**config.mk**
```make
export PLATFORM = sky130hd
export DESIGN_NAME = spi_pnb_frame_link
export DESIGN_NICKNAME = d
export VERILOG_FILES = /design/src/rtl/spi_pnb_pkg.sv /design/src/rtl/spi_pnb_fifo.sv /design/src/rtl/spi_pnb_frame_link.sv
export SDC_FILE = /design/constraint.sdc
export NUM_CORES = 1
export LEC_CHECK = 0
export ABC_CLOCK_PERIOD_IN_PS = 3700
export BUFFER_PORTS_ARGS = -buffer_cell sky130_fd_sc_hd__buf_2
export CORE_ASPECT_RATIO = 0.8
export CORE_MARGIN = 2
export CORE_UTILIZATION = 30
export DETAILED_ROUTE_END_ITERATION = 16
export PLACE_DENSITY = 0.49
export SLEW_MARGIN = 30
export SYNTH_ARGS = -nofsm -noshare
export SYNTH_HDL_FRONTEND = slang
export SYNTH_SLANG_ARGS = --single-unit
```
**constraint.sdc**
```tcl
create_clock -name sck -period 3.7 [get_ports sck]
set_clock_uncertainty 0.15 [all_clocks]
set_input_delay 0.37 -clock sck [delete_from_list [all_inputs] [get_ports sck]]
set_output_delay 0.37 -clock sck [all_outputs]
set_load 0.03 [all_outputs]
```
**src/rtl/spi_pnb_pkg.sv**
```systemverilog
// Shared types, constants and the serial CRC-8 step for the SPI-to-PNB link.
package spi_pnb_pkg;

   typedef enum logic [1:0] {
      ST_IDLE,
      ST_RECV,
      ST_CHECK,
      ST_WAIT_CS
   } state_t;

   localparam logic [7:0] CRC_POLY = 8'h07;

   // Bit positions inside the status byte that is returned on sdo
   localparam int STS_FIFO_FULL = 7;
   localparam int STS_CRC_ERR   = 6;
   localparam int STS_SYNC_ERR  = 5;
   localparam int STS_OVERFLOW  = 4;
   localparam int STS_SEQ_SKIP  = 3;
   localparam int STS_SHORT     = 2;

   // One MSB-first CRC-8 shift step: feedback is the outgoing MSB xor the new bit
   function automatic logic [7:0] crc8_step(input logic [7:0] crc, input logic data_bit);
      logic fb;
      fb = crc[7] ^ data_bit;
      return {crc[6:0], 1'b0} ^ (fb ? CRC_POLY : 8'h00);
   endfunction

endpackage

```
**src/rtl/spi_pnb_fifo.sv**
```systemverilog
// Show-ahead payload FIFO with full/empty flags; a push into a full FIFO is
// honoured when a pop happens on the same edge.
module spi_pnb_fifo
   import spi_pnb_pkg::*;
#(
   parameter int WIDTH = 41,
   parameter int DEPTH = 4
) (
   input  logic             clk,
   input  logic             rstn,
   input  logic             push,
   input  logic [WIDTH-1:0] push_data,
   input  logic             pop,
   output logic [WIDTH-1:0] head,
   output logic             full,
   output logic             empty
);

   localparam int AW = $clog2(DEPTH);

   logic [WIDTH-1:0] mem [DEPTH];
   logic [AW:0]      wr_ptr;
   logic [AW:0]      rd_ptr;
   logic             do_pop;
   logic             do_push;

   assign empty   = (wr_ptr == rd_ptr);
   assign full    = (wr_ptr[AW] != rd_ptr[AW]) && (wr_ptr[AW-1:0] == rd_ptr[AW-1:0]);
   assign do_pop  = pop && !empty;
   assign do_push = push && (!full || do_pop);
   assign head    = empty ? '0 : mem[rd_ptr[AW-1:0]];

   // Pointer bookkeeping; the extra MSB tells full apart from empty
   always_ff @(posedge clk) begin
      if (!rstn) begin
         wr_ptr <= '0;
         rd_ptr <= '0;
      end else begin
         if (do_push) wr_ptr <= wr_ptr + 1'b1;
         if (do_pop)  rd_ptr <= rd_ptr + 1'b1;
      end
   end

   // Storage write; contents need no reset because head is masked while empty
   always_ff @(posedge clk) begin
      if (do_push) mem[wr_ptr[AW-1:0]] <= push_data;
   end

endmodule

```
**src/rtl/spi_pnb_frame_link.sv**
```systemverilog
// SPI receive link: deserialises sync|seq|payload|crc frames on sck, checks
// them, queues good payloads and returns a status byte at the start of each frame.
module spi_pnb_frame_link
   import spi_pnb_pkg::*;
#(
   parameter int                PAYLOAD_W = 41,
   parameter int                SYNC_W    = 8,
   parameter logic [SYNC_W-1:0] SYNC      = 8'hA5,
   parameter int                SEQ_W     = 4,
   parameter int                DEPTH     = 4,
   parameter int                ERR_W     = 8
) (
   input  logic                 sck,
   input  logic                 rstn,
   input  logic                 cs,
   input  logic                 sdi,
   input  logic                 prdy,
   output logic                 sdo,
   output logic [PAYLOAD_W-1:0] payload,
   output logic                 pvld,
   output logic [ERR_W-1:0]     err_cnt,
   output logic                 frame_err
);

   localparam int FRAME_W = SYNC_W + SEQ_W + PAYLOAD_W + 8;
   localparam int CNT_W   = $clog2(FRAME_W + 1);
   localparam int CRC_HI  = SYNC_W + SEQ_W + PAYLOAD_W;

   state_t               state;
   logic [CNT_W-1:0]     bit_cnt;
   logic [CNT_W-1:0]     next_cnt;
   logic [FRAME_W-1:0]   frame_sr;
   logic [7:0]           crc;
   logic [7:0]           sts_sr;
   logic [7:0]           status_byte;
   logic                 last_crc_err;
   logic                 last_sync_err;
   logic                 overflow_sticky;
   logic                 seq_skip;
   logic                 last_short;
   logic                 seq_valid;
   logic [SEQ_W-1:0]     last_seq;

   logic [SYNC_W-1:0]    rx_sync;
   logic [SEQ_W-1:0]     rx_seq;
   logic [PAYLOAD_W-1:0] rx_payload;
   logic [7:0]           rx_crc;
   logic                 sync_bad;
   logic                 crc_bad;
   logic                 frame_good;
   logic                 seq_mismatch;
   logic                 overflow;
   logic                 accept;

   logic                 fifo_push;
   logic                 fifo_pop;
   logic                 fifo_full;
   logic                 fifo_empty;

   // The CRC covers only the bits between the sync field and the CRC field
   function automatic logic in_crc_span(input logic [CNT_W-1:0] k);
      return (int'(k) > SYNC_W) && (int'(k) <= CRC_HI);
   endfunction

   assign next_cnt     = bit_cnt + CNT_W'(1);
   assign rx_sync      = frame_sr[FRAME_W-1 -: SYNC_W];
   assign rx_seq       = frame_sr[PAYLOAD_W+8 +: SEQ_W];
   assign rx_payload   = frame_sr[8 +: PAYLOAD_W];
   assign rx_crc       = frame_sr[7:0];
   assign sync_bad     = (rx_sync != SYNC);
   assign crc_bad      = (rx_crc != crc);
   assign frame_good   = !sync_bad && !crc_bad;
   assign seq_mismatch = seq_valid && (rx_seq != last_seq + SEQ_W'(1));
   assign fifo_pop     = pvld && prdy;
   assign overflow     = frame_good && fifo_full && !fifo_pop;
   assign accept       = frame_good && !overflow;
   assign fifo_push    = (state == ST_CHECK) && accept;
   assign pvld         = !fifo_empty;

   // Snapshot of the status fields as they stand when a frame begins
   always_comb begin
      status_byte                = '0;
      status_byte[STS_FIFO_FULL] = fifo_full;
      status_byte[STS_CRC_ERR]   = last_crc_err;
      status_byte[STS_SYNC_ERR]  = last_sync_err;
      status_byte[STS_OVERFLOW]  = overflow_sticky;
      status_byte[STS_SEQ_SKIP]  = seq_skip;
      status_byte[STS_SHORT]     = last_short;
   end

   // Frame FSM: receive, evaluate, wait for cs release, with registered status/sdo/error outputs
   always_ff @(posedge sck) begin
      if (!rstn) begin
         state           <= ST_IDLE;
         bit_cnt         <= '0;
         frame_sr        <= '0;
         crc             <= '0;
         sts_sr          <= '0;
         sdo             <= 1'b0;
         err_cnt         <= '0;
         frame_err       <= 1'b0;
         last_crc_err    <= 1'b0;
         last_sync_err   <= 1'b0;
         overflow_sticky <= 1'b0;
         seq_skip        <= 1'b0;
         last_short      <= 1'b0;
         seq_valid       <= 1'b0;
         last_seq        <= '0;
      end else begin
         frame_err <= 1'b0;
         case (state)
            ST_IDLE: begin
               sdo <= 1'b0;
               if (!cs) begin
                  state           <= ST_RECV;
                  bit_cnt         <= CNT_W'(1);
                  frame_sr        <= {frame_sr[FRAME_W-2:0], sdi};
                  crc             <= in_crc_span(CNT_W'(1)) ? crc8_step(8'h00, sdi) : 8'h00;
                  sdo             <= status_byte[7];
                  sts_sr          <= {status_byte[6:0], 1'b0};
                  overflow_sticky <= 1'b0;
               end
            end
            ST_RECV: begin
               if (cs) begin
                  state         <= ST_IDLE;
                  sdo           <= 1'b0;
                  frame_err     <= 1'b0 | 1'b1;
                  last_short    <= 1'b1;
                  last_crc_err  <= 1'b0;
                  last_sync_err <= 1'b0;
                  seq_skip      <= 1'b0;
                  if (err_cnt != '1) err_cnt <= err_cnt + ERR_W'(1);
               end else begin
                  frame_sr <= {frame_sr[FRAME_W-2:0], sdi};
                  bit_cnt  <= next_cnt;
                  if (in_crc_span(next_cnt)) crc <= crc8_step(crc, sdi);
                  if (int'(next_cnt) <= 8) begin
                     sdo    <= sts_sr[7];
                     sts_sr <= {sts_sr[6:0], 1'b0};
                  end else begin
                     sdo <= 1'b0;
                  end
                  if (int'(next_cnt) == FRAME_W) state <= ST_CHECK;
               end
            end
            ST_CHECK: begin
               state         <= ST_WAIT_CS;
               sdo           <= 1'b0;
               last_crc_err  <= crc_bad;
               last_sync_err <= sync_bad;
               last_short    <= 1'b0;
               seq_skip      <= frame_good && seq_mismatch;
               if (overflow) overflow_sticky <= 1'b1;
               if (accept) begin
                  last_seq  <= rx_seq;
                  seq_valid <= 1'b1;
               end else begin
                  frame_err <= 1'b1;
                  if (err_cnt != '1) err_cnt <= err_cnt + ERR_W'(1);
               end
            end
            ST_WAIT_CS: begin
               sdo <= 1'b0;
               if (cs) state <= ST_IDLE;
            end
            default: begin
               state <= ST_IDLE;
               sdo   <= 1'b0;
            end
         endcase
      end
   end

   spi_pnb_fifo #(
      .WIDTH (PAYLOAD_W),
      .DEPTH (DEPTH)
   ) u_fifo (
      .clk       (sck),
      .rstn      (rstn),
      .push      (fifo_push),
      .push_data (rx_payload),
      .pop       (fifo_pop),
      .head      (payload),
      .full      (fifo_full),
      .empty     (fifo_empty)
   );

endmodule

```
# After elaboration in Yosys (flattened, before gate mapping)
# Memory sizes are Yosys's and may differ from the RTL's. A register that Yosys moved wholly into a read port is not among the register bits.
# Cells that the tools add are included.
[word_totals]
register_bits = 111
ramBits = 164
in_bits = 5
output_inout_bits = 52
mem_count = 1
[memory_table]
columns = ["memory", "depth", "word_bits", "rd", "rd_clocked_by_memory_dff", "write_ports", "line", "text"]
rows = [
  ["u_fifo.mem", 4, 41, 1, 1, 1, "spi_pnb_fifo.sv:21", "logic [WIDTH-1:0] mem [DEPTH];"],
]
[classes]
addsub = 5
order_cmp = 3
n_eq_ne = 20
mux = 42
n_bitwise = 3
n_reduce_logical = 34
[op_table]
columns = ["op", "n"]
rows = [
  ["two-way mux 8 bit", 9],
  ["one-hot mux 8 bit (2 select lines)", 3],
  ["two-way mux 41 bit", 1],
  ["inequality test 2 bit (second input constant)", 8],
  ["inequality test 8 bit (second input constant)", 2],
  ["logical AND 1 bit", 12],
  ["two-way mux 2 bit", 6],
  ["two-way mux 6 bit", 2],
  ["one-hot mux 1 bit (2 select lines)", 6],
  ["one-hot mux 6 bit (2 select lines)", 1],
  ["AND reduction 3 bit", 4],
  ["two-way mux 1 bit", 11],
  ["adder 8 x 1 -> 8 bit (second input constant)", 1],
  ["inequality test 8 bit", 1],
  ["one-hot mux 2 bit (4 select lines)", 1],
  ["AND reduction 4 bit", 2],
  ["XOR 8 x 3 -> 8 bit", 1],
  ["adder 3 x 1 -> 3 bit (second input constant)", 2],
  ["adder 6 x 1 -> 6 bit (second input constant)", 1],
  ["equality test 6 x 3 -> 1 bit (second input constant)", 1],
  ["> comparator 6 x 4 -> 1 bit (second input constant)", 1],
  ["<= comparator 6 x 4 -> 1 bit (second input constant)", 1],
  ["<= comparator 6 bit (second input constant)", 1],
  ["zero test 1 bit", 6],
  ["17 further kinds", 23],
]

# Depth between registers and ports, before layout
# Gate-level depths: netlist (run 1).
[logic_depth]
word_depth = 11
ltp_mapped = 9

# By module
# Synthesis (run 1) repeated with hierarchy kept, for this count alone.
[unflattened]
cells_unflattened = 872
hier_area_um2 = 11230.8
[by_module_without_submodules]
columns = ["module", "n_inst", "cells_each", "area_per_inst_um2", "seq_area_each_um2"]
rows = [
  ["spi_pnb_fifo", 1, 313, 6666.4, 5084.9],
  ["spi_pnb_frame_link", 1, 559, 4564.4, 2042.0],
]

# Worst setup path after synthesis (run 1)
# OpenSTA, ideal clock, no wires.
[synth_path]
path_type = "reg-to-reg"
start = "reg frame_sr[53]"
end = "mem u_fifo.mem[3][0], enable pin"
setup_time_ns = 0.402
arrival_time_ns = 2.404
t_required_ns = 3.148
setup_slack_ns = 0.744
path_stages_with_launch = 6
path_buffers = 0
synth_period_minus_slack_ns = 2.956
cell_sequence = "dfxtp_1 nor4bb_1 nand2_1 or3_1 nor3b_1 and2_1"
[synth_between]
elab_chain_cells = 11
[synth_lines]
columns = ["item", "line", "text"]
rows = [
  ["start: declaration", "spi_pnb_frame_link.sv:32", "logic [FRAME_W-1:0] frame_sr;"],
  ["start signal: assignment", "spi_pnb_frame_link.sv:117", "frame_sr <= {frame_sr[FRAME_W-2:0], sdi};"],
  ["start signal: assignment", "spi_pnb_frame_link.sv:135", "frame_sr <= {frame_sr[FRAME_W-2:0], sdi};"],
  ["inequality test 8 bit *", "spi_pnb_frame_link.sv:70", "assign sync_bad = (rx_sync != SYNC);"],
  ["zero test 1 bit *", "spi_pnb_frame_link.sv:72", "assign frame_good = !sync_bad && !crc_bad;"],
  ["logical AND 1 bit *", "spi_pnb_frame_link.sv:72", ""],
  ["logical AND 1 bit (2 in series)", "spi_pnb_frame_link.sv:75", "assign overflow = frame_good && fifo_full && !fifo_pop;"],
  ["zero test 1 bit", "spi_pnb_frame_link.sv:76", "assign accept = frame_good && !overflow;"],
  ["logical AND 1 bit *", "spi_pnb_frame_link.sv:76", ""],
  ["logical AND 1 bit *", "spi_pnb_frame_link.sv:77", "assign fifo_push = (state == ST_CHECK) && accept;"],
  ["logical AND 1 bit *", "spi_pnb_fifo.sv:30", "assign do_push = push && (!full || do_pop);"],
  ["two-way mux 1 bit *", "spi_pnb_fifo.sv:46", "if (do_push) mem[wr_ptr[AW-1:0]] <= push_data;"],
  ["two-way mux 1 bit (not written as such) *", "spi_pnb_fifo.sv:46", ""],
  ["end: declaration", "spi_pnb_fifo.sv:21", ""],
]
# Mark *: on every way between the ends. The rest lies on a longest branch, timed or not.

# Final worst setup path (run 1)
[layout_path]
start = "reg u_fifo.wr_ptr[0]"
end = "out payload[40]"
[layout_between]
elab_chain_cells = 2
[layout_lines]
columns = ["item", "line", "text"]
rows = [
  ["start: declaration", "spi_pnb_fifo.sv:22", "logic [AW:0] wr_ptr;"],
  ["start signal: assignment", "spi_pnb_fifo.sv:39", "if (do_push) wr_ptr <= wr_ptr + 1'b1;"],
  ["equality test 3 bit", "spi_pnb_fifo.sv:27", "assign empty = (wr_ptr == rd_ptr);"],
  ["two-way mux 41 bit", "spi_pnb_fifo.sv:31", "assign head = empty ? '0 : mem[rd_ptr[AW-1:0]];"],
  ["end: declaration", "spi_pnb_frame_link.sv:19", "output logic [PAYLOAD_W-1:0] payload,"],
]
# Every way passes these cells.

==> reports/metrics.cfg, run 1 <==
[outcome]
status = finished with violations
violations = DRC

[sta]
hold_viol = 0
maxSlewHeadroom_pct = 40.2
fin_crit_sh_pct = 82.8
period_needed_ns = 3.06
timing.fmax_mhz = 326
whs_ns = 0.103
setup_viol = 0
drv_slew = 0
timing.final.ws_setup_ns = 0.635
tns_ns = 0
rsz0062_at_grt = no
worst_pin_slew_ns = 0.897

[clock_tree]
cts_tree = done
cts_hold_buffers = 1
ctsResizeCount = 0
clk_latency_ns = 0.54
cts-htree-levels = 1
cts-root-buf = clkbuf_16
numCtsBuffers = 30
numClockSinks = 274
cts.path.max_buffers = 3
clk_pin_slew_ns = 0.06
post_cts_buffers = 0

[global_route]
use_met3_pct = 2.11
use_met1_pct = 18.3
grt_pass1_vias = 6612
grt_start_max_net_pins = 72
grt-busiest-layer = met2
use_met2_pct = 18.7
grt.total_usage_pct = 12.3
antenna_found_initial = 2
grt_pass1_wl_um = 38700
grt_overflow = 0

[setup_path]
crit_chain = xor2_1 -> or3b_2 -> and2_1 -> buf_2
cpPeakStageDelay_ns = 0.77
required_ns = 3.18
rr_endpoint = u_fifo.mem[0][16]
endpoint_kind = primary output
rr_worst_depth = 6
critPathArrivalTime_ns = 2.54
cp_max_fo = 44
rrSetupSlack_ns = 0.79
slowest_stage = or3b_2
cp-start-kind = register
r2r-start = frame_sr[58]
critPathKind = reg2out

[synth]
seq_area_frac_synth_pct = 62.6
synth_area_per_cell_um2 = 13.1
ys_warn_count = 0
ys.flop_type = edfxtp_1
syn_area_um2 = 11400
synth-edff-count = 164
ys_ff_latch = 274
syn_nets = 887
async_reset_ff_share_pct = 0
synth_cell_type_count = 60
synthCells = 868

[layout]
drive_gt1_share_pct = 19.8
final_cell_mix = edfxtp_1, nand2_1, dfxtp_1
stdcell_area_um2 = 13300
diodes = 0
final_common_cell = edfxtp_1
nets = 935
area_delta_synth_final_pct = 16.4

[detailed_routing]
drt-initial-drc-count = 514
via_count = 6694
drt-pass1-iter-count = 13
vias_per_cell = 4.69
drc = 4
ant_nets = 0
wl_um = 24100
wl_per_cell_um = 16.9

[min_path]
whs_endpoint = frame_err
holdPathStages = 3
hold_class = in2reg
hp-start = cs

[job]
drv_cap = 0

[floorplanning]
rows = 63
dieWidth_um = 222
start_util_pct = 30.6
ios = 57
core_area_um2 = 37200
die_h_um = 178
die_area_um2 = 39500

[placed_design]
pre_cts_ws_ns = 0.761
place_area_um2 = 12300
gp_congestion = 0.736
portBuffers = 56
dp_hpwl_um = 14400

[pwr]
power_density_nw_per_um2 = 481
p_total_mw = 6.37
cellLeakagePower_nw = 4.58
peakVddDrop_v = 0.000293

## cell usage after synthesis, types with 3 or more instances
cell type | instances | area, µm²
o21ai_0 | 16 | 80.1
and2_1 | 54 | 338
buf_6 | 3 | 33.8
o2111ai_1 | 8 | 70.1
dfxtp_1 | 110 | 2200
mux4_2 | 41 | 923
nor4_1 | 3 | 18.8
buf_2 | 7 | 35.0
a21oi_1 | 10 | 50.1
nor2b_1 | 19 | 119
ha_1 | 14 | 175
nand4_1 | 7 | 43.8
o21a_1 | 3 | 22.5
nand2_1 | 150 | 563
xor2_1 | 6 | 52.6
clkbuf_1 | 46 | 173
nor3_1 | 3 | 15.0
xnor2_1 | 18 | 158
o211ai_2 | 8 | 100
inv_1 | 14 | 52.6
a21boi_0 | 68 | 510
nand2b_1 | 7 | 43.8
mux2_2 | 4 | 45.0
mux2i_1 | 14 | 140
or3_1 | 7 | 43.8
nor2_1 | 6 | 22.5
o31ai_1 | 3 | 22.5
nand3_1 | 16 | 80.1
edfxtp_1 | 164 | 4920
## how the worst max path moves through the flow
stage / startpoint / endpoint / slack (ns) / cells after the start
4_1_cts: u_fifo.wr_ptr[1] / payload[40] / 0.52 / 4
2_1_floorplan: frame_sr[53] / u_fifo.mem[3][0] / 0.74 / 5
6_report: u_fifo.wr_ptr[0] / payload[40] / 0.64 / 4
5_1_grt: u_fifo.wr_ptr[1] / payload[40] / 0.39 / 4
3_3_place_gp: frame_sr[58] / u_fifo.mem[0][19] / 0.79 / 6
3_5_place_dp: frame_sr[58] / u_fifo.mem[0][19] / 0.76 / 6
## sequential cells by signal, summed over array words and instances (netlist names), named ones only
signal           count
seq_valid            1
state                1
overflow_sticky      1
sdo                  1
u_fifo.wr_ptr        3
last_sync_err        1
u_fifo.mem         164
last_seq             4
last_short           1
bit_cnt              6
u_fifo.rd_ptr        3
sts_sr               5
crc                  8
seq_skip             1
err_cnt              8
last_crc_err         1
frame_sr            61
frame_err            1
## power by group
| part | switching, mW | internal (mW) |
|---|---|---|
| registers | 0.0122 | 3.20 |
| logic | 0.138 | 0.0551 |
| clock network | 1.17 | 1.80 |
| total | 1.32 | 5.05 |
## through the flow
stage | std cells | utilization, %
2_1_floorplan | 868 | -
5_1_grt | 1426 | 35.6
3_3_place_gp | 1370 | 32.9
3_5_place_dp | 1370 | 32.9
6_report | 1426 | 35.6
4_1_cts | 1426 | 35.6
## layout make-up
cell class,instances,area (µm²)
well taps,487,609
multi-input cells,522,3970
fillers,3640,23900
flip-flops and latches,274,7130
repair buffers,74,495
inverters,14,52.6
clock buffers,46,896
clock inverters,9,97.6
## critical path: cells and delay by family (launching register included)
family | cells | cell delay (ns)
simple gates | 2 | 1.08
flops | 1 | 0.41
xor+xnor | 1 | 0.28
buf+inv | 1 | 0.22
## metal layers
layer	vias to the layer above	wire length (µm)
met3	34	969
met5	-	0
met1	3292	12100
li1	3254	-
met2	114	10500
met4	0	458
## kinds of logic after synthesis
group	after synthesis	synth area share (%)
multiplexers	59	9.74
buffers and inverters	72	2.68
adder cells (fa/ha/maj)	14	1.54
AO/OA/AOI/OAI	138	9.20
XOR/XNOR	24	1.85
AND/OR/NAND/NOR	287	12.4
flip-flops	274	62.6
No activity file was read; power rests on OpenSTA's default activity.
==> run 2: changes to the inputs <==
Settings changed: ABC_CLOCK_PERIOD_IN_PS 3700 to 3130.
Clock period 3.7 ns to 3.13 ns, I/O delays scaled along.
==> run 2 against run 1 <==
- the run still ends with DRC left
- routed wire length down 1.7%
- critical path depth unchanged
- total power up 20%
- critical path type unchanged
- cell count increased by 0.14%
- highest routed layer unchanged
==> reports/metrics.cfg, run 2 (same netlist as run 1, synthesis figures left out) <==
[outcome]
status = finished with violations  ; unchanged
violations = DRC  ; unchanged

[pwr]
power.internal_mw = 6.09  ; was 5.05 mW
cellLeakagePower_nw = 4.60  ; was 4.58 nW
peakVddDrop_v = 0.000390  ; was 0.000293 V
p_seq_share_pct = 49.7  ; was 50.5%
p_total_mw = 7.64  ; was 6.37 mW
pwr-share-comb_pct = 3.1  ; was 3.0%
pwr-share-clk_pct = 47.3  ; was 46.5%
power_density_nw_per_um2 = 574  ; was 481 nW/µm²
p_sw_mw = 1.55  ; was 1.32 mW
swShare_pct = 20.3  ; was 20.7%

[global_route]
grt.total_usage_pct = 12.0  ; was 12.3%
grt_overflow = 0  ; unchanged
grt_pass1_vias = 6480  ; was 6612
grt_start_max_net_pins = 68  ; was 72
grt_pass1_wl_um = 37900  ; was 38700 µm
grt-busiest-layer = met1  ; was met2
use_met3_pct = 2.03  ; was 2.11%
antenna_found_initial = 0  ; was 2
use_met2_pct = 17.8  ; was 18.7%
use_met1_pct = 18.1  ; was 18.3%

[placed_design]
dp_hpwl_um = 14200  ; was 14400 µm
portBuffers = 56  ; unchanged
gp_congestion = 0.718  ; was 0.736

[layout]
drive_gt1_share_pct = 19.9  ; was 19.8%
largest_register_ff_count = 164  ; unchanged
fill_cells = 3627  ; was 3640
final_cell_mix = edfxtp_1, nand2_1, dfxtp_1  ; unchanged
area_delta_synth_final_pct = 16.9  ; was 16.4%
final-seq-area_um2 = 7130  ; unchanged
final_common_cell = edfxtp_1  ; unchanged
diodes = 0  ; unchanged
multi_input_area_um2 = 3980  ; was 3970 µm²
nets = 938  ; was 935

[detailed_routing]
drt-pass1-iter-count = 10  ; was 13
wl_um = 23700  ; was 24100 µm
via_count = 6667  ; was 6694
drt-initial-drc-count = 429  ; was 514
wl_per_cell_um = 16.6  ; was 16.9 µm
vias_per_cell = 4.67  ; was 4.69
ant_nets = 0  ; unchanged
drc = 4  ; unchanged

[setup_path]
slowest_stage = mux4_2  ; was or3b_2
cpPeakStageDelay_ns = 0.59  ; was 0.77 ns
r2r-start = frame_sr[53]  ; was frame_sr[58]
required_ns = 2.67  ; was 3.18 ns
rr_endpoint = u_fifo.mem[1][21]  ; was u_fifo.mem[0][16]
critPathKind = reg2out  ; unchanged
rrSetupSlack_ns = 0.38  ; was 0.79 ns
cp-start-kind = register  ; unchanged
cp_max_fo = 28  ; was 44
crit_chain = buf_12 -> mux4_2 -> and2_1 -> buf_2  ; was xor2_1 -> or3b_2 -> and2_1 -> buf_2
critPathArrivalTime_ns = 2.36  ; was 2.54 ns
endpoint_kind = primary output  ; unchanged
rr_worst_depth = 6  ; unchanged

[floorplanning]
die_area_um2 = 39500  ; unchanged
die_h_um = 178  ; unchanged
rows = 63  ; unchanged
core_area_um2 = 37200  ; unchanged
ios = 57  ; unchanged
dieWidth_um = 222  ; unchanged
start_util_pct = 30.6  ; unchanged

[sta]
rsz0062_at_grt = no  ; unchanged
maxSlewHeadroom_pct = 60.2  ; was 40.2%
tns_ns = 0  ; unchanged
setup_viol = 0  ; unchanged
worst_pin_slew_ns = 0.580  ; was 0.897 ns
period_needed_ns = 2.82
hold_viol = 0  ; unchanged
timing.fmax_mhz = 354
drv_slew = 0  ; unchanged
fin_crit_sh_pct = 90.2

[min_path]
holdPathStages = 3  ; unchanged
hp-start = cs  ; unchanged
whs_endpoint = frame_err  ; unchanged
hold_class = in2reg  ; unchanged

[clock_tree]
cts-htree-levels = 1  ; unchanged
cts.path.max_buffers = 3  ; unchanged
clk_pin_slew_ns = 0.06  ; about the same
clk_latency_ns = 0.55  ; was 0.54 ns
post_cts_buffers = 0  ; unchanged
cts-root-buf = clkbuf_16  ; unchanged
cts_tree = done  ; unchanged
numCtsBuffers = 29  ; was 30
numClockSinks = 274  ; unchanged

[job]
drv_cap = 0  ; unchanged

==> run 2: cell types whose count changed in the layout (fill, tap and decap cells not counted), sizes merged <==
cell         previous run  this run
clkbuf                 46        42
buf                    73        76
bufinv                  2         5
clkinv                  7         5
dlygate4sd3             1         2
inv                    14        15
==> run 2: per-layer routing <==
| metal | wire (µm) | up-vias |
|---|---|---|
| met5 | 0 | - |
| met4 | 510 | 0 |
| met3 | 861 | 34 |
| met2 | 10000 | 106 |
| met1 | 12300 | 3271 |
| li1 | - | 3256 |
==> run 2: layout make-up <==
class,count,share of cell area (%)
Clock buffer,42,6.21
Clock inverter,11,1.38
Inverter,14,0.395
Multi-Input combinational cell,522,29.9
Sequential cell,274,53.6
Tap cell,487,4.58
Timing Repair Buffer,78,3.97
==> run 2: how the worst max path moves through the flow <==
stage,end,slack [ns]
floorplan,u_fifo.mem[3][0],0.17
global placement,u_fifo.mem[1][26],0.43
global route,payload[0],0.18
CTS,payload[0],0.01
finish,payload[10],0.31
detailed placement,u_fifo.mem[1][31],0.38
==> run 2: power by group through the flow <==
stage          Combinational [mW]  Clock, mW  Sequential, mW
5_1_grt                     0.261       3.86            3.79
3_3_place_gp                0.236          0            3.87
4_1_cts                     0.238       3.72            3.79
3_5_place_dp                0.235          0            3.87
6_report                    0.234       3.61            3.80
2_1_floorplan               0.156          0            3.88
==> run 2: timing repair <==
| item | 4_1_cts | 5_1_grt |
|---|---|---|
| endpoints found under the setup margin | 0 | 8 |
| hold endpoints to repair | 2 | 0 |
| hold buffers | 2 | 0 |
| gates resized for setup | 0 | 1 |
==> run 2: critical path: cells and delay by family, from the launching register on <==
kind	cells	cell delay, ns
flops	1	0.55
mux	1	0.59
simple gates	1	0.18
buf+inv	2	0.45
==> run 2: per-stage QoR <==
step           util [%]  hold WS [ns]  cells  instance area, µm²  setup slack, ns
3_5_place_dp       33.0         0.310   1373               12300            0.380
5_1_grt            35.8        0.0767   1428               13300            0.177
3_3_place_gp       33.0         0.303   1373               12300            0.434
6_report           35.8        0.0548   1428               13300            0.305
4_1_cts            35.8        0.0381   1428               13300           0.0112
2_1_floorplan         -         0.288    868               11400            0.174
